## src/rtl/riscv_pkg.sv

```systemverilog
// Shared constants and the instruction-queue entry type for the fetch front end.
package riscv_pkg;

    localparam int unsigned XLEN       = 32;
    localparam int unsigned ADDR_W     = 8;
    localparam int unsigned INST_BYTES = 4;

    // Last word-aligned address; a fetch pair starting here would wrap
    localparam logic [ADDR_W-1:0] LAST_WORD_ADDR = 8'hFC;

    // One queued instruction together with the byte address it came from
    typedef struct packed {
        logic [XLEN-1:0]   inst;
        logic [ADDR_W-1:0] pc;
    } fq_entry_t;

endpackage : riscv_pkg

```

## src/rtl/inst_fetch_unit_if.sv

```systemverilog
// Fetch-unit bus: instruction-memory port, redirect request and issue port.
//   slave  : seen by inst_fetch_unit (drives inst_address and issue_*)
//   master : seen by the environment (memory, branch unit, decode)
interface inst_fetch_unit_if;
    import riscv_pkg::*;

    logic                   fetch_en;
    logic [ADDR_W-1:0]      inst_address;
    logic [XLEN-1:0]        instruction1;
    logic [XLEN-1:0]        instruction2;
    logic                   redirect_valid;
    logic [ADDR_W-1:0]      redirect_pc;
    logic                   issue_valid0;
    logic                   issue_valid1;
    logic [XLEN-1:0]        issue_inst0;
    logic [XLEN-1:0]        issue_inst1;
    logic [ADDR_W-1:0]      issue_pc0;
    logic [ADDR_W-1:0]      issue_pc1;
    logic [1:0]             issue_take;

    modport slave (
        input  fetch_en, instruction1, instruction2,
        input  redirect_valid, redirect_pc, issue_take,
        output inst_address,
        output issue_valid0, issue_valid1, issue_inst0, issue_inst1,
        output issue_pc0, issue_pc1
    );

    modport master (
        output fetch_en, instruction1, instruction2,
        output redirect_valid, redirect_pc, issue_take,
        input  inst_address,
        input  issue_valid0, issue_valid1, issue_inst0, issue_inst1,
        input  issue_pc0, issue_pc1
    );

endinterface : inst_fetch_unit_if

```

## src/rtl/fetch_queue.sv

```systemverilog
// Circular instruction queue: push 0/1/2, pop 0/1/2 in the same cycle, flush.
// Ports:
//   clk, rst_n           clock, async active-low reset
//   i_flush              empty the queue (wins over push/pop)
//   i_push_cnt, i_push0/1 entries to append (caller keeps push <= free)
//   i_pop_cnt            entries consumed (caller keeps pop <= count)
//   o_count              registered occupancy 0..QDEPTH
//   o_valid0/1, o_head0/1 head and head+1 entries, zeroed when absent
module fetch_queue
    import riscv_pkg::*;
#(
    parameter  int unsigned QDEPTH = 4,
    localparam int unsigned CNT_W  = $clog2(QDEPTH + 1),
    localparam int unsigned PTR_W  = $clog2(QDEPTH)
) (
    input  logic             clk,
    input  logic             rst_n,
    input  logic             i_flush,
    input  logic [1:0]       i_push_cnt,
    input  fq_entry_t        i_push0,
    input  fq_entry_t        i_push1,
    input  logic [1:0]       i_pop_cnt,
    output logic [CNT_W-1:0] o_count,
    output logic             o_valid0,
    output logic             o_valid1,
    output fq_entry_t        o_head0,
    output fq_entry_t        o_head1
);

    fq_entry_t        r_mem [QDEPTH];
    logic [PTR_W-1:0] r_head;
    logic [PTR_W-1:0] r_tail;
    logic [CNT_W-1:0] r_count;

    logic [PTR_W-1:0] w_head1;
    logic [PTR_W-1:0] w_tail1;
    logic [PTR_W-1:0] w_head_next;
    logic [PTR_W-1:0] w_tail_next;

    // Pointer advance modulo QDEPTH; QDEPTH need not be a power of two
    function automatic logic [PTR_W-1:0] ptr_add(input logic [PTR_W-1:0] p,
                                                 input logic [1:0]       n);
        logic [PTR_W:0] s;
        s = {1'b0, p} + (PTR_W+1)'(n);
        if (s >= (PTR_W+1)'(QDEPTH)) begin
            s = s - (PTR_W+1)'(QDEPTH);
        end
        return s[PTR_W-1:0];
    endfunction

    always_comb begin
        w_head1     = ptr_add(r_head, 2'd1);
        w_tail1     = ptr_add(r_tail, 2'd1);
        w_head_next = ptr_add(r_head, i_pop_cnt);
        w_tail_next = ptr_add(r_tail, i_push_cnt);
    end

    // Pointer and occupancy state
    always_ff @(posedge clk or negedge rst_n) begin
        if (!rst_n) begin
            r_head  <= '0;
            r_tail  <= '0;
            r_count <= '0;
        end else if (i_flush) begin
            r_head  <= '0;
            r_tail  <= '0;
            r_count <= '0;
        end else begin
            r_head  <= w_head_next;
            r_tail  <= w_tail_next;
            r_count <= r_count - CNT_W'(i_pop_cnt) + CNT_W'(i_push_cnt);
        end
    end

    // Entry storage; stale contents are masked by the valid gating below
    always_ff @(posedge clk) begin
        if (!i_flush) begin
            if (i_push_cnt != 2'd0) begin
                r_mem[r_tail] <= i_push0;
            end
            if (i_push_cnt == 2'd2) begin
                r_mem[w_tail1] <= i_push1;
            end
        end
    end

    always_comb begin
        o_count  = r_count;
        o_valid0 = (r_count != '0);
        o_valid1 = (r_count >= CNT_W'(2));
        o_head0  = o_valid0 ? r_mem[r_head]  : '0;
        o_head1  = o_valid1 ? r_mem[w_head1] : '0;
    end

endmodule : fetch_queue

```

## src/rtl/inst_fetch_unit.sv

```systemverilog
// Instruction fetch unit: PC sequencing, dual-word fetch, redirect, issue queue.
// Ports:
//   clk, rst_n  clock, async active-low reset
//   bus         inst_fetch_unit_if.slave: memory port (inst_address,
//               instruction1/2), fetch_en, redirect_valid/pc, issue port
//               (issue_valid0/1, issue_inst0/1, issue_pc0/1, issue_take)
module inst_fetch_unit
    import riscv_pkg::*;
#(
    parameter logic [ADDR_W-1:0] RESET_PC = 8'h00,
    parameter int unsigned       QDEPTH   = 4
) (
    input  logic               clk,
    input  logic               rst_n,
    inst_fetch_unit_if.slave   bus
);

    localparam int unsigned CNT_W = $clog2(QDEPTH + 1);

    logic [ADDR_W-1:0] r_pc;
    logic [ADDR_W-1:0] w_pc_next;
    logic [CNT_W-1:0]  w_count;
    logic [CNT_W-1:0]  w_free;
    logic [1:0]        w_take_req;
    logic [1:0]        w_take;
    logic [1:0]        w_push_cnt;
    logic [1:0]        w_pop_cnt;
    logic              w_flush;
    fq_entry_t         w_push0;
    fq_entry_t         w_push1;
    fq_entry_t         w_head0;
    fq_entry_t         w_head1;
    logic              w_unused;

    // Next-PC, enqueue count and effective take from the registered count
    always_comb begin
        w_pc_next  = r_pc;
        w_push_cnt = 2'd0;
        w_flush    = 1'b0;

        w_free     = CNT_W'(QDEPTH) - w_count;
        w_take_req = (bus.issue_take == 2'd3) ? 2'd2 : bus.issue_take;
        w_take     = (CNT_W'(w_take_req) > w_count) ? w_count[1:0] : w_take_req;

        if (bus.redirect_valid) begin
            w_flush   = 1'b1;
            w_pc_next = {bus.redirect_pc[ADDR_W-1:2], 2'b00};
        end else if (bus.fetch_en && (w_free != '0)) begin
            // Pair fetch only when two slots are free and the pair cannot wrap
            if ((w_free >= CNT_W'(2)) && (r_pc != LAST_WORD_ADDR)) begin
                w_push_cnt = 2'd2;
                w_pc_next  = r_pc + ADDR_W'(2 * INST_BYTES);
            end else begin
                w_push_cnt = 2'd1;
                w_pc_next  = r_pc + ADDR_W'(INST_BYTES);
            end
        end

        w_pop_cnt = w_flush ? 2'd0 : w_take;

        w_push0.inst = bus.instruction1;
        w_push0.pc   = r_pc;
        w_push1.inst = bus.instruction2;
        w_push1.pc   = r_pc + ADDR_W'(INST_BYTES);
    end

    always_ff @(posedge clk or negedge rst_n) begin
        if (!rst_n) begin
            r_pc <= RESET_PC;
        end else begin
            r_pc <= w_pc_next;
        end
    end

    fetch_queue #(
        .QDEPTH (QDEPTH)
    ) u_fetch_queue (
        .clk        (clk),
        .rst_n      (rst_n),
        .i_flush    (w_flush),
        .i_push_cnt (w_push_cnt),
        .i_push0    (w_push0),
        .i_push1    (w_push1),
        .i_pop_cnt  (w_pop_cnt),
        .o_count    (w_count),
        .o_valid0   (bus.issue_valid0),
        .o_valid1   (bus.issue_valid1),
        .o_head0    (w_head0),
        .o_head1    (w_head1)
    );

    assign bus.inst_address = r_pc;
    assign bus.issue_inst0  = w_head0.inst;
    assign bus.issue_pc0    = w_head0.pc;
    assign bus.issue_inst1  = w_head1.inst;
    assign bus.issue_pc1    = w_head1.pc;

    // Redirect targets are forced word-aligned; the low bits are ignored
    assign w_unused = &{1'b0, bus.redirect_pc[1:0]};

endmodule : inst_fetch_unit

```

## src/flat_wrapper.sv

```systemverilog
// flat-port wrapper written by rule: the top's interface ports become plain ports
module inst_fetch_unit_flat import riscv_pkg::*;
#(
    parameter logic [ADDR_W-1:0] RESET_PC = 8'h00,
    parameter int unsigned       QDEPTH   = 4
)
  (clk, rst_n, bus_fetch_en, bus_instruction1, bus_instruction2, bus_redirect_valid, bus_redirect_pc, bus_issue_take, bus_inst_address, bus_issue_valid0, bus_issue_valid1, bus_issue_inst0, bus_issue_inst1, bus_issue_pc0, bus_issue_pc1);
  inst_fetch_unit_if bus_i ();
  input  logic clk;
  input  logic rst_n;
  input wire logic [$bits(bus_i.fetch_en)-1:0] bus_fetch_en;
  input wire logic [$bits(bus_i.instruction1)-1:0] bus_instruction1;
  input wire logic [$bits(bus_i.instruction2)-1:0] bus_instruction2;
  input wire logic [$bits(bus_i.redirect_valid)-1:0] bus_redirect_valid;
  input wire logic [$bits(bus_i.redirect_pc)-1:0] bus_redirect_pc;
  input wire logic [$bits(bus_i.issue_take)-1:0] bus_issue_take;
  output wire logic [$bits(bus_i.inst_address)-1:0] bus_inst_address;
  output wire logic [$bits(bus_i.issue_valid0)-1:0] bus_issue_valid0;
  output wire logic [$bits(bus_i.issue_valid1)-1:0] bus_issue_valid1;
  output wire logic [$bits(bus_i.issue_inst0)-1:0] bus_issue_inst0;
  output wire logic [$bits(bus_i.issue_inst1)-1:0] bus_issue_inst1;
  output wire logic [$bits(bus_i.issue_pc0)-1:0] bus_issue_pc0;
  output wire logic [$bits(bus_i.issue_pc1)-1:0] bus_issue_pc1;
  assign bus_i.fetch_en = bus_fetch_en;
  assign bus_i.instruction1 = bus_instruction1;
  assign bus_i.instruction2 = bus_instruction2;
  assign bus_i.redirect_valid = bus_redirect_valid;
  assign bus_i.redirect_pc = bus_redirect_pc;
  assign bus_i.issue_take = bus_issue_take;
  assign bus_inst_address = bus_i.inst_address;
  assign bus_issue_valid0 = bus_i.issue_valid0;
  assign bus_issue_valid1 = bus_i.issue_valid1;
  assign bus_issue_inst0 = bus_i.issue_inst0;
  assign bus_issue_inst1 = bus_i.issue_inst1;
  assign bus_issue_pc0 = bus_i.issue_pc0;
  assign bus_issue_pc1 = bus_i.issue_pc1;
  inst_fetch_unit #(.RESET_PC(RESET_PC), .QDEPTH(QDEPTH)) u_core (.clk(clk), .rst_n(rst_n), .bus(bus_i));
endmodule
```

## config.mk

```make
export PLATFORM = sky130hd
export DESIGN_NAME = inst_fetch_unit_flat
export DESIGN_NICKNAME = d
export VERILOG_FILES = /design/src/rtl/riscv_pkg.sv /design/src/rtl/inst_fetch_unit_if.sv /design/src/rtl/fetch_queue.sv /design/src/rtl/inst_fetch_unit.sv /design/src/flat_wrapper.sv
export SDC_FILE = /design/constraint.sdc
export NUM_CORES = 1
export LEC_CHECK = 0
export CAP_MARGIN = 20
export CORE_MARGIN = 4
export CORE_UTILIZATION = 35
export CTS_BUF_LIST = sky130_fd_sc_hd__clkbuf_4 sky130_fd_sc_hd__clkbuf_8
export DETAILED_ROUTE_END_ITERATION = 8
export PLACE_DENSITY_LB_ADDON = 0.12
export SLEW_MARGIN = 40
export SYNTH_ARGS = -nofsm -noshare
export SYNTH_HDL_FRONTEND = slang
export SYNTH_SLANG_ARGS = --single-unit
```

## constraint.sdc

```tcl
create_clock -name clk -period 6.7 [get_ports clk]
set_input_delay 1.34 -clock clk [delete_from_list [all_inputs] [get_ports clk]]
set_output_delay 1.34 -clock clk [all_outputs]
set_load 0.05 [all_outputs]
```

; ---- Yosys cells after proc, flatten, opt, wreduce, memory -nomap -nowiden
; Memories as Yosys holds them, arrays and structs flattened.
; Index checks and enable logic that the tools add are counted.
[op_classes]
addsub = 13
order_cmp = 7
eq_ne = 3
muxes = 25
n_reduce_logical = 6
[op_table]
columns = op, n
row1 = 40-bit 2-to-1 mux, 2
row2 = 2-bit 2-to-1 mux, 12
row3 = 8-bit 2-to-1 mux, 3
row4 = 3-bit >= comparator (second input constant), 4
row5 = 8-bit by 3-bit adder with 8-bit output (second input constant), 1
row6 = 8-bit by 4-bit adder with 8-bit output (second input constant), 1
row7 = 8-bit inequality test (second input constant), 1
row8 = 2-bit by 1-bit subtractor with 2-bit output (second input constant), 4
row9 = 1-bit 2-to-1 mux, 7
row10 = 2-bit by 1-bit adder with 3-bit output (second input constant), 2
row11 = 2-bit by 2-bit adder with 3-bit output, 2
row12 = 3-bit by 2-bit >= comparator with 1-bit output (second input constant), 2
row13 = 3-bit nonzero test, 2
row14 = 2-bit == test (second input constant), 2
row15 = 2-bit nonzero test, 2
row16 = 3-bit by 2-bit adder with 3-bit output, 1
row17 = 2-bit by 3-bit > comparator with 1-bit output, 1
row18 = 3-bit 2-to-1 mux, 1
row19 = 3-bit by 2-bit subtractor with 3-bit output, 1
row20 = 3-bit subtractor (first input constant), 1
row21 = 1-bit logical AND, 2
[word_totals]
regBits = 15
mem_bits_rw = 160
out_inout_bits = 90
n_memories = 1
[mem_list]
columns = name, depth, word_bits, rd, rd_ports_with_merged_regs, wr, line
row1 = u_core.u_fetch_queue.r_mem, 4, 40, 2, 0, 2, fetch_queue.sv:30  ; fq_entry_t r_mem [QDEPTH];

; ---- Depth between registers and ports, before layout
; Gate-level depths: netlist of run 1.
[logic_depth]
depth_word = 10
mapped_depth = 14
mapped_depth_nobuf = 14

; ---- Cells and area by module
; From an unflattened synthesis of run 1, not the netlist that was laid out.
[hier_totals]
cells_unflattened = 673
hier_area_um2 = 10435.0
[by_module_without_submodules]
columns = mod, instances, cells_each, area_per_inst_um2, seq_area_each_um2
row1 = fetch_queue, 1, 577, 9629.2, 4979.8
row2 = inst_fetch_unit, 1, 96, 805.8, 150.1

; ---- Worst setup path after synthesis of run 1
; OpenSTA, ideal clock, no wires.
[synth_path]
kind = input to register
start = in bus_redirect_valid
end = mem u_core.u_fetch_queue.r_mem[0][10] in the netlist's numbering, enable pin
setup_ns = 0.491
t_arrival_ns = 4.810
required_ns = 6.209
path_slack_ns = 1.399
cell_stages = 4
path_buffers = 2
cell_sequence = buf_6 -> or3b_1 -> buf_2 -> a211oi_1
[synth_lines]
columns = item, line
row1 = start: declaration, flat_wrapper.sv:14  ; input wire logic [$bits(bus_i.redirect_valid)-1:0] bus_redirect_valid;
row2 = end: declaration, fetch_queue.sv:30

; ---- Worst setup path in the final report of run 1
[layout_path]
start = reg u_core.u_fetch_queue.r_count[1] (netlist: u_core.u_fetch_queue.o_count[1])
end = out bus_issue_pc0[3]
[layout_between]
elab_chain_cells = 2
[layout_lines]
columns = item, line
row1 = start: declaration, fetch_queue.sv:33  ; logic [CNT_W-1:0] r_count;
row2 = start signal: assignment, fetch_queue.sv:71  ; r_count <= r_count - CNT_W'(i_pop_cnt) + CNT_W'(i_push_cnt);
row3 = 3-bit nonzero test, fetch_queue.sv:89  ; o_valid0 = (r_count != '0);
row4 = 40-bit 2-to-1 mux, fetch_queue.sv:91  ; o_head0 = o_valid0 ? r_mem[r_head] : '0;
row5 = end: declaration, flat_wrapper.sv:22  ; output wire logic [$bits(bus_i.issue_pc0)-1:0] bus_issue_pc0;
; Every way passes these cells.

==> qor.yml, run 1 <==
status:
  outcome: "completed"
place:
  dp.cells: 1164
  routabilityCongestion: 0.7605
  numPortBuffers: 159
  hpwl_mm: 17.66
power:
  power_per_cell_area_nw_per_um2: 420.0
  p_int_w: 0.002872
  leakagePower_nw: 4.275
  netSwitchingFraction_pct: 45.51
  p_seq_share_pct: 28.0
  pwr-share-comb_pct: 57.4
  power.switching_w: 0.002399
  peakVddDrop_mv: 0.1953
  clkPwrFrac_pct: 14.6
route:
  wl_mm: 27.08
  wl_per_cell_um: 22.64
  drcViolationCount: 0
  vias: 6378
  dr.pass1.iters: 4
  via_per_inst: 5.333
  drt_iter0_drc: 436
  ant_nets: 0
finish:
  final_util_pct: 44.68
  mostFrequentLayoutCell: "clkdlybuf4s50_1"
  multiInputGateArea_um2: 4908
  nets: 898
  final_cell_mix: "clkdlybuf4s50_1 (159), edfxtp_1 (152), mux2_2 (103), mux4_2 (76), nor2b_1 (43)"
  drive_gt1_share_pct: 33.66
  fin_cells: 1196
  seqCellArea_um2: 4897
  fillers: 2572
  areaGrowthSynthToFinish_pct: 24.84
floorplanning:
  start_util_pct: 35.79
  core_um2: 28090
  die_area_um2: 31500
  chipWidth_um: 177.5
  io_pins: 168
  die_y_um: 177.5
  rows: 61
timing:
  final_max_slew_viol_count: 0
  fmax_ghz: 0.2090
  setup-tns-final_ps: 0
  period_needed_ps: 4786
  post-route-period-util_pct: 71.43
  hold_viol_final: 0
  setup_viol: 0
  tightestPinTransition_ps: 776.0
  maxSlewHeadroom_pct: 47.95
  finClkSkew_ps: 15.14
  rsz0062_at_grt: "no"
yosys:
  syn_inst: 661
  yosysSeqAreaShare_pct: 48.64
  ys_types: 49
  synthArstFlopShare_pct: 7.879
  synth_edf_count: 152
  yosys_warnings: 0
  syn_area_um2: 10050
  synth-main-ff-cell: "edfxtp_1"
  ys_ff_latch: 165
  syn_avg_cell_area_um2: 15.21
critical_path:
  cpMaxStageDelayCell: "clkdlybuf4s50_1"
  worstPathRequired_ps: 5360
  path_max_fanout: 21
  criticalPathCategory: "reg2out"
  critPathLaunchType: "register"
  end_kind: "output pin"
  worst-path-buf-inv: 4
  crit_chain: "inv_1, ha_1, ha_1, clkinv_1, buf_4, and2_1, clkdlybuf4s50_1"
  cp_top_family: "buffers and inverters"
  path_common_cell: "ha_1"
  cpPeakStageDelay_ps: 710
  arrival_ps: 3450
clock_tree:
  clock-sinks: 165
  numCtsBuffers: 17
  insertion_delay_ps: 450
  ctsResizeCount: 0
  root_buffer: "clkbuf_8"
  cts_tree: "done"
  clk_path_buf_depth: 2
  htree_levels: 4
  cts.clk_slew.worst_paths_ps: 100
  post_cts_buffers: 0
  postCtsHoldBufs: 0
global_route:
  grt_pass1_wl_mm: 40.33
  first_global_vias: 6856
  grt_use_total_pct: 17.11
  antenna_found_initial: 0
  grt_overflow: 0
  grt_max_degree: 40
job:
  maxCapViolCount: 0
worst_hold_path:
  hold_class: "reg2reg"
[worst min-delay path: stages, from the launching register on]
cell	delay [ps]
dfrtp_4	440
ha_1	110
nor2b_1	110
[power groups by stage]
stage | clock [W] | combinational [W] | sequential (W)
floorplan | 0 | 0.00206 | 0.00146
global placement | 0 | 0.00295 | 0.00155
detailed placement | 0 | 0.00308 | 0.00150
CTS | 0.000787 | 0.00308 | 0.00148
global route | 0.000834 | 0.00320 | 0.00150
finish | 0.000768 | 0.00303 | 0.00148
[Yosys cell counts (2+ instances only)]
| cell type | instances | area share (%) |
|---|---|---|
| mux4_2 | 76 | 17 |
| mux2_4 | 30 | 4.5 |
| o2111ai_1 | 3 | 0.26 |
| a21oi_1 | 4 | 0.20 |
| nor2_2 | 3 | 0.19 |
| edfxtp_1 | 152 | 45 |
| a211oi_1 | 3 | 0.22 |
| and2_1 | 40 | 2.5 |
| fa_1 | 2 | 0.40 |
| buf_6 | 7 | 0.78 |
| xor2_1 | 20 | 1.7 |
| inv_1 | 11 | 0.41 |
| clkbuf_1 | 30 | 1.1 |
| nand2b_1 | 3 | 0.19 |
| mux2_2 | 103 | 12 |
| nor2_1 | 23 | 0.86 |
| nor2b_1 | 43 | 2.7 |
| o21ai_0 | 2 | 0.10 |
| xnor2_1 | 7 | 0.61 |
| nand3_1 | 6 | 0.30 |
| dfrtp_1 | 13 | 3.2 |
| o211ai_1 | 4 | 0.30 |
| buf_2 | 14 | 0.70 |
| a2111o_1 | 2 | 0.22 |
| nand2_1 | 14 | 0.52 |
| buf_1 | 2 | 0.075 |
| buf_4 | 6 | 0.45 |
| nand3b_1 | 2 | 0.15 |
| ha_1 | 13 | 1.6 |
| nor3b_1 | 2 | 0.15 |
| mux2i_1 | 3 | 0.30 |
[final timing paths]
path / startpoint / cells past startpoint / end / slack [ps]
max: u_core.u_fetch_queue.o_count[1] / 7 / bus_issue_pc0[3] / 1910
min: u_core.u_fetch_queue.r_head[0] / 2 / u_core.u_fetch_queue.r_head[0] / 700
max reg2reg: u_core.u_fetch_queue.o_count[1] / 8 / u_core.u_fetch_queue.r_mem[3][9] / 2970
min reg2reg: u_core.u_fetch_queue.r_head[0] / 2 / u_core.u_fetch_queue.r_head[0] / 700
max in group asynchronous: rst_n / 1 / u_core.u_fetch_queue.r_head[0] / 4910
min in group asynchronous: rst_n / 1 / u_core.bus.inst_address[2] / 1290
[cell families (layout without fill, tap and decap cells)]
group                      Yosys count  count (layout)  synth area share, %
and+or+nand+nor                    146             146                8.277
xor gates and xnor gates            27              27                2.353
DFF                                165             165                48.64
muxes                              212             212                33.35
buffers and inverters               71             222                3.572
adders and majority gates           15              15                2.016
other                                1               7              0.03731
AOI/OAI and AO/OA                   24              24                1.755
[registers in the layout (all words and copies together), names as in the netlist]
| register | count |
|---|---|
| u_core.u_fetch_queue.o_count | 3 |
| u_core.u_fetch_queue.r_tail | 2 |
| u_core.bus.inst_address | 6 |
| u_core.u_fetch_queue.r_mem | 152 |
| u_core.u_fetch_queue.r_head | 2 |
[area by class of cell]
type	instances	share of cell area [%]
Multi-Input combinational cell	430	39.11
Sequential cell	165	39.02
Timing Repair Buffer	179	14.43
Tap cell	378	3.769
Clock buffer	17	1.864
Clock inverter	14	1.426
Inverter	12	0.3589
Antenna cell	1	0.01994
[stage by stage]
stage,hold slack (ps),instance area (µm²),setup slack (ps),total power (W)
5_1_grt,735.3,12550,1661,0.005530
6_report,699.0,12550,1914,0.005271
4_1_cts,707.3,12540,1719,0.005342
2_1_floorplan,655.8,10070,1399,0.003519
3_3_place_gp,712.6,12010,1860,0.004503
3_5_place_dp,703.4,12130,1745,0.004574
[per-layer routing]
metal	global-route usage (%)	vias up	share of wire, %
li1	-	2821	-
met1	21.84	3347	43
met2	30.48	190	52
met3	2.663	20	4.1
met4	4.318	0	1.1
met5	0	-	0
Note: power is estimated with default switching activity, not from simulation.
==> run 2: changes to the inputs <==
- clock period: 6.7 -> 4.7 ns (I/O delays scaled with it)
==> run 2 against run 1 <==
Critical path depth shrank 3. Final cell count shrank 0.17%. Clock-buffer cell count is the same. Combinational power grew 41%. Highest routed layer is now met5.
==> qor.yml, run 2 (same netlist as run 1, synthesis figures left out) <==
status:
  outcome: "completed"  # unchanged
global_route:
  grt_util_met3_pct: 3.025  # was 2.663%
  grt_pass1_wl_mm: 40.01  # was 40.33 mm
  top_usage_layer: "met2"  # unchanged
  first_global_vias: 6869  # was 6,856
  grtUsageMet2_pct: 29.47  # was 30.48%
  antenna_found_initial: 1  # was 0
  grt_use_total_pct: 16.75  # was 17.11%
  grtUsageMet1_pct: 21.54  # was 21.84%
  grt_overflow: 0  # unchanged
  grt_max_degree: 40  # unchanged
route:
  dr.pass1.iters: 5  # was 4
  wl_mm: 26.14  # was 27.08 mm
  drcViolationCount: 0  # unchanged
  vias: 6192  # was 6,378
  wl_per_cell_um: 21.89  # was 22.64 µm
  via_per_inst: 5.186  # was 5.333
  drt_iter0_drc: 277  # was 436
  ant_nets: 0  # unchanged
clock_tree:
  ctsResizeCount: 0  # unchanged
  insertion_delay_ps: 470  # was 450 ps
  numCtsBuffers: 17  # unchanged
  clock-sinks: 165  # unchanged
  root_buffer: "clkbuf_8"  # unchanged
  clk_path_buf_depth: 2  # unchanged
  cts_tree: "done"  # unchanged
  post_cts_buffers: 0  # unchanged
  cts.clk_slew.worst_paths_ps: 90  # was 100 ps
  postCtsHoldBufs: 0  # unchanged
  htree_levels: 4  # unchanged
job:
  maxCapViolCount: 0  # unchanged
finish:
  num_antenna_cells: 0  # was 1
  final_cell_mix: "clkdlybuf4s50_1 (159), edfxtp_1 (152), mux2_2 (103), mux4_2 (76), nor2b_1 (43)"  # unchanged
  largest_reg_flops: 152  # unchanged
  nets: 896  # was 898
  drive_gt1_share_pct: 33.46  # was 33.66%
  areaGrowthSynthToFinish_pct: 24.32  # was 24.84%
  largest-register: "u_core.u_fetch_queue.r_mem"  # unchanged
  fillers: 2533  # was 2,572
  mostFrequentLayoutCell: "clkdlybuf4s50_1"  # unchanged
  final_util_pct: 44.49  # was 44.68%
  fin_cells: 1194  # was 1,196
floorplanning:
  start_util_pct: 35.79  # unchanged
  die_area_um2: 31500  # unchanged
  core_um2: 28090  # unchanged
  rows: 61  # unchanged
  die_y_um: 177.5  # unchanged
  chipWidth_um: 177.5  # unchanged
  io_pins: 168  # unchanged
timing:
  post-route-period-util_pct: 84.31
  fmax_ghz: 0.2523
  setup_viol: 0  # unchanged
  period_needed_ps: 3963
  hold_viol_final: 0  # unchanged
  finClkSkew_ps: 16.22  # was 15.14 ps
  setup-tns-final_ps: 0  # unchanged
  tightestPinTransition_ps: 798.7  # was 776.0 ps
  rsz0062_at_grt: "no"  # unchanged
  hold_ws_ps: 742.2  # was 699.0 ps
  maxSlewHeadroom_pct: 46.75  # was 47.95%
  final_max_slew_viol_count: 0  # unchanged
critical_path:
  end_kind: "output pin"  # unchanged
  arrival_ps: 3020  # was 3450 ps
  path_max_fanout: 27  # was 21
  critPathLaunchType: "register"  # unchanged
  worstPathRequired_ps: 3760  # was 5360 ps
  criticalPathCategory: "reg2out"  # unchanged
power:
  fin_total_pwr_w: 0.007412  # was 0.005271 W
  clkPwrFrac_pct: 13.6  # was 14.6%
  p_seq_share_pct: 28.8  # was 28.0%
  power.switching_w: 0.003409  # was 0.002399 W
  power_per_cell_area_nw_per_um2: 593.1  # was 420.0 nW/µm²
  peakVddDrop_mv: 0.3298  # was 0.1953 mV
  p_int_w: 0.004003  # was 0.002872 W
  leakagePower_nw: 4.258  # was 4.275 nW
  netSwitchingFraction_pct: 45.99  # was 45.51%
  pwr-share-comb_pct: 57.6  # was 57.4%
place:
  hpwl_mm: 16.77  # was 17.66 mm
  dp.cells: 1162  # was 1,164
  routabilityCongestion: 0.7691  # was 0.7605
  numPortBuffers: 159  # unchanged
worst_hold_path:
  hold_class: "reg2reg"  # unchanged
## run 2: changes by cell type in the layout (fill, tap and decap cells not counted), sizes merged
cell | previous run | this run
bufinv | 3 | 1
clkinv | 6 | 4
diode | 1 | 0
clkinvlp | 4 | 3
inv | 13 | 19
buf | 20 | 18
## run 2: power by group through the flow
| stage | combinational (W) | sequential [W] | clock (W) |
|---|---|---|---|
| global placement | 0.00427 | 0.00217 | 0 |
| global route | 0.00453 | 0.00217 | 0.00110 |
| floorplan | 0.00294 | 0.00207 | 0 |
| finish | 0.00427 | 0.00214 | 0.00101 |
| detailed placement | 0.00434 | 0.00217 | 0 |
| CTS | 0.00434 | 0.00214 | 0.00104 |
## run 2: worst max-delay path, stage by stage (launching register included)
cell,delay (ps)
dfrtp_4,790
buf_12,310
mux4_2,530
nor2b_1,190
clkdlybuf4s50_1,730
## run 2: metrics by stage
stage               worst slack [ps]  area, µm²
global placement               866.0      12100
CTS                            634.1      12500
global route                   521.4      12500
finish                         737.2      12500
floorplan                      550.0      10080
detailed placement             741.5      12120
## run 2: area by class of cell
class,instances,area [µm²],share of cell area [%]
Clock buffer,17,234.0,1.872
Clock inverter,15,142.6,1.141
Inverter,12,45.04,0.3604
Multi-Input combinational cell,430,4903,39.24
Sequential cell,165,4897,39.19
Tap cell,378,473.0,3.785
Timing Repair Buffer,177,1802,14.42
## run 2: metal layers
metal | up-vias | wire, µm
met2 | 173 | 13440
met1 | 3188 | 11120
met4 | 2 | 171
li1 | 2814 | -
met3 | 15 | 1403
met5 | - | 11
## run 2: worst paths after layout
| path | start | endpoint | slack [ps] | depth (start not counted) |
|---|---|---|---|---|
| worst max-delay path | u_core.u_fetch_queue.r_head[1] | bus_issue_pc1[7] | 740 | 4 |
| worst min-delay path | u_core.u_fetch_queue.r_tail[0] | u_core.u_fetch_queue.r_tail[0] | 740 | 2 |
| worst max register to register | u_core.u_fetch_queue.o_count[1] | u_core.u_fetch_queue.o_count[2] | 1320 | 10 |
| worst min register to register | u_core.u_fetch_queue.r_tail[0] | u_core.u_fetch_queue.r_tail[0] | 740 | 2 |
| max in group asynchronous | rst_n | u_core.u_fetch_queue.r_head[0] | 3370 | 1 |
| min in group asynchronous | rst_n | u_core.bus.inst_address[2] | 860 | 1 |
==> run 3: changes to the inputs <==
- clock period: 4.7 -> 3.3 ns (I/O delays scaled with it)
==> run 3 against run 2 <==
Sequential share of layout area fell by 1.6 points. Total power rose by 54%. Final cell count rose by 1.5%. Core utilization rose by 1.9 points. Critical path depth did not move. Final area rose by 4.2%. First-iteration DRC count rose by 36%. Non-clock buffer count rose by 18. Largest cell class unchanged.
==> qor.yml, run 3 (same netlist as run 1, synthesis figures left out) <==
status:
  outcome: "completed"  # unchanged
timing:
  rsz0062_at_grt: "no"  # unchanged
  setup-tns-final_ps: 0  # unchanged
  tightestPinTransition_ps: 657.7  # was 798.7 ps
  post-route-period-util_pct: 94.73
  fmax_ghz: 0.3199
  period_needed_ps: 3126
  final_max_slew_viol_count: 0  # unchanged
  finClkSkew_ps: 16.37  # was 16.22 ps
  maxSlewHeadroom_pct: 56.02  # was 46.75%
  layout_setup_ws_ps: 173.8  # was 737.2 ps
  hold_viol_final: 0  # unchanged
  setup_viol: 0  # unchanged
floorplanning:
  start_util_pct: 35.79  # unchanged
  die_area_um2: 31500  # unchanged
  die_y_um: 177.5  # unchanged
  chipWidth_um: 177.5  # unchanged
  rows: 61  # unchanged
  io_pins: 168  # unchanged
  core_um2: 28090  # unchanged
global_route:
  grt_pass1_wl_mm: 41.25  # was 40.01 mm
  grt_overflow: 0  # unchanged
  antenna_found_initial: 2  # was 1
  grt_max_degree: 49  # was 40
  first_global_vias: 7002  # was 6,869
  grt_use_total_pct: 17.38  # was 16.75%
place:
  post-place-ws_ps: -311.5  # was 741.5 ps
  numPortBuffers: 159  # unchanged
  placed_area_um2: 12620  # was 12,120 µm²
  hpwl_mm: 18.06  # was 16.77 mm
  routabilityCongestion: 0.7688  # was 0.7691
finish:
  areaGrowthSynthToFinish_pct: 29.59  # was 24.32%
  nets: 914  # was 896
  final_util_pct: 46.38  # was 44.49%
  design_area_um2: 13030  # was 12,500 µm²
  drive_gt1_share_pct: 42.74  # was 33.46%
  mostFrequentLayoutCell: "edfxtp_1"  # was clkdlybuf4s50_1
  largest_reg_flops: 152  # unchanged
  largest-register: "u_core.u_fetch_queue.r_mem"  # unchanged
  fillers: 2525  # was 2,533
  final_cell_mix: "edfxtp_1 (152), mux2_2 (103), clkdlybuf4s50_1 (81), mux4_2 (76), buf_4 (52)"  # was clkdlybuf4s50_1 (159), edfxtp_1 (152), mux2_2 (103), mux4_2 (76), nor2b_1 (43)
critical_path:
  cp_top_family: "flip-flops"  # was buffers and inverters
  worst-path-buf-inv: 2  # unchanged
  path_max_fanout: 48  # was 27
  cpPeakStageDelay_ps: 740  # was 790 ps
  critPathLaunchType: "register"  # unchanged
  cpMaxStageDelayCell: "dfrtp_4"  # unchanged
  worstPathRequired_ps: 2640  # was 3760 ps
  end_kind: "output pin"  # unchanged
  path_common_cell: "buf_12"
  crit_chain: "buf_12, mux4_2, and2_1, buf_12"  # was buf_12, mux4_2, nor2b_1, clkdlybuf4s50_1
  criticalPathCategory: "reg2out"  # unchanged
  arrival_ps: 2470  # was 3020 ps
power:
  power_per_cell_area_nw_per_um2: 874.5  # was 593.1 nW/µm²
  fin_total_pwr_w: 0.01139  # was 0.007412 W
  leakagePower_nw: 4.687  # was 4.258 nW
  peakVddDrop_mv: 0.4886  # was 0.3298 mV
route:
  ant_nets: 0  # unchanged
  dr.pass1.iters: 4  # was 5
  wl_per_cell_um: 22.44  # was 21.89 µm
  drcViolationCount: 0  # unchanged
  via_per_inst: 5.285  # was 5.186
  drt_iter0_drc: 378  # was 277
  wl_mm: 27.20  # was 26.14 mm
  vias: 6406  # was 6,192
worst_hold_path:
  hold_class: "in2async"  # was reg2reg
clock_tree:
  htree_levels: 4  # unchanged
  insertion_delay_ps: 440  # was 470 ps
  numCtsBuffers: 17  # unchanged
  root_buffer: "clkbuf_8"  # unchanged
  clk_path_buf_depth: 2  # unchanged
  clock-sinks: 165  # unchanged
  cts.clk_slew.worst_paths_ps: 100  # was 90 ps
  cts_tree: "done"  # unchanged
  postCtsHoldBufs: 0  # unchanged
job:
  maxCapViolCount: 0  # unchanged
-- run 3: cell types whose count changed in the layout (fill, tap and decap cells not counted), moves of 4 or more --
| cell | change |
|---|---|
| clkdlybuf4s50_1 | -78 |
| buf_12 | +42 |
| buf_4 | +40 |
| dlygate4sd2_1 | +10 |
| dlymetal6s2s_1 | +4 |
-- run 3: cell type report --
cell class              instances  area, µm²  share of cell area [%]
well taps                     378      473.0                   3.631
inverters                      12      48.80                  0.3746
repair buffers                195       2300                   17.65
clock buffers                  17      234.0                   1.796
flip-flops and latches        165       4897                   37.60
clock inverters                14      163.9                   1.258
diodes                          1      2.502                 0.01921
multi-input cells             430       4907                   37.67
-- run 3: timing repair --
action,CTS,global route
pin swaps,0,0
gates cloned,0,0
setup buffers,0,0
gates resized for setup,10,6
setup endpoints to repair,10,18
-- run 3: through the flow --
stage,hold slack [ps],std cells
floorplan,364.4,666
global placement,716.6,1180
detailed placement,732.5,1180
CTS,589.6,1211
global route,613.4,1212
finish,608.3,1212
-- run 3: power by group --
group / switching [W] / leakage, nW / internal (W)
clock network: 0.000804 / 0.200 / 0.000694
logic: 0.00398 / 2.94 / 0.00293
registers: 0.000255 / 1.55 / 0.00273
total: 0.00504 / 4.69 / 0.00635
-- run 3: layer usage --
| metal | global-route usage (%) | routed length (µm) | vias to the layer above |
|---|---|---|---|
| li1 | - | - | 2856 |
| met1 | 22.78 | 11360 | 3345 |
| met5 | 0 | 17 | - |
| met4 | 3.996 | 326 | 2 |
| met3 | 3.004 | 1315 | 26 |
| met2 | 30.24 | 14180 | 177 |
-- run 3: final timing paths --
kind,start,to,slack [ps],cells past startpoint
max in group asynchronous,rst_n,u_core.u_fetch_queue.r_head[1],2190,1
worst max register to register,u_core.u_fetch_queue.o_count[1],u_core.u_fetch_queue.o_count[2],400,10
worst min register to register,u_core.bus.inst_address[3],u_core.bus.inst_address[3],750,3
worst max-delay path,u_core.u_fetch_queue.r_head[0],bus_issue_inst0[31],170,4
worst min-delay path,rst_n,u_core.bus.inst_address[2],610,1
min in group clk,u_core.bus.inst_address[3],u_core.bus.inst_address[3],750,3
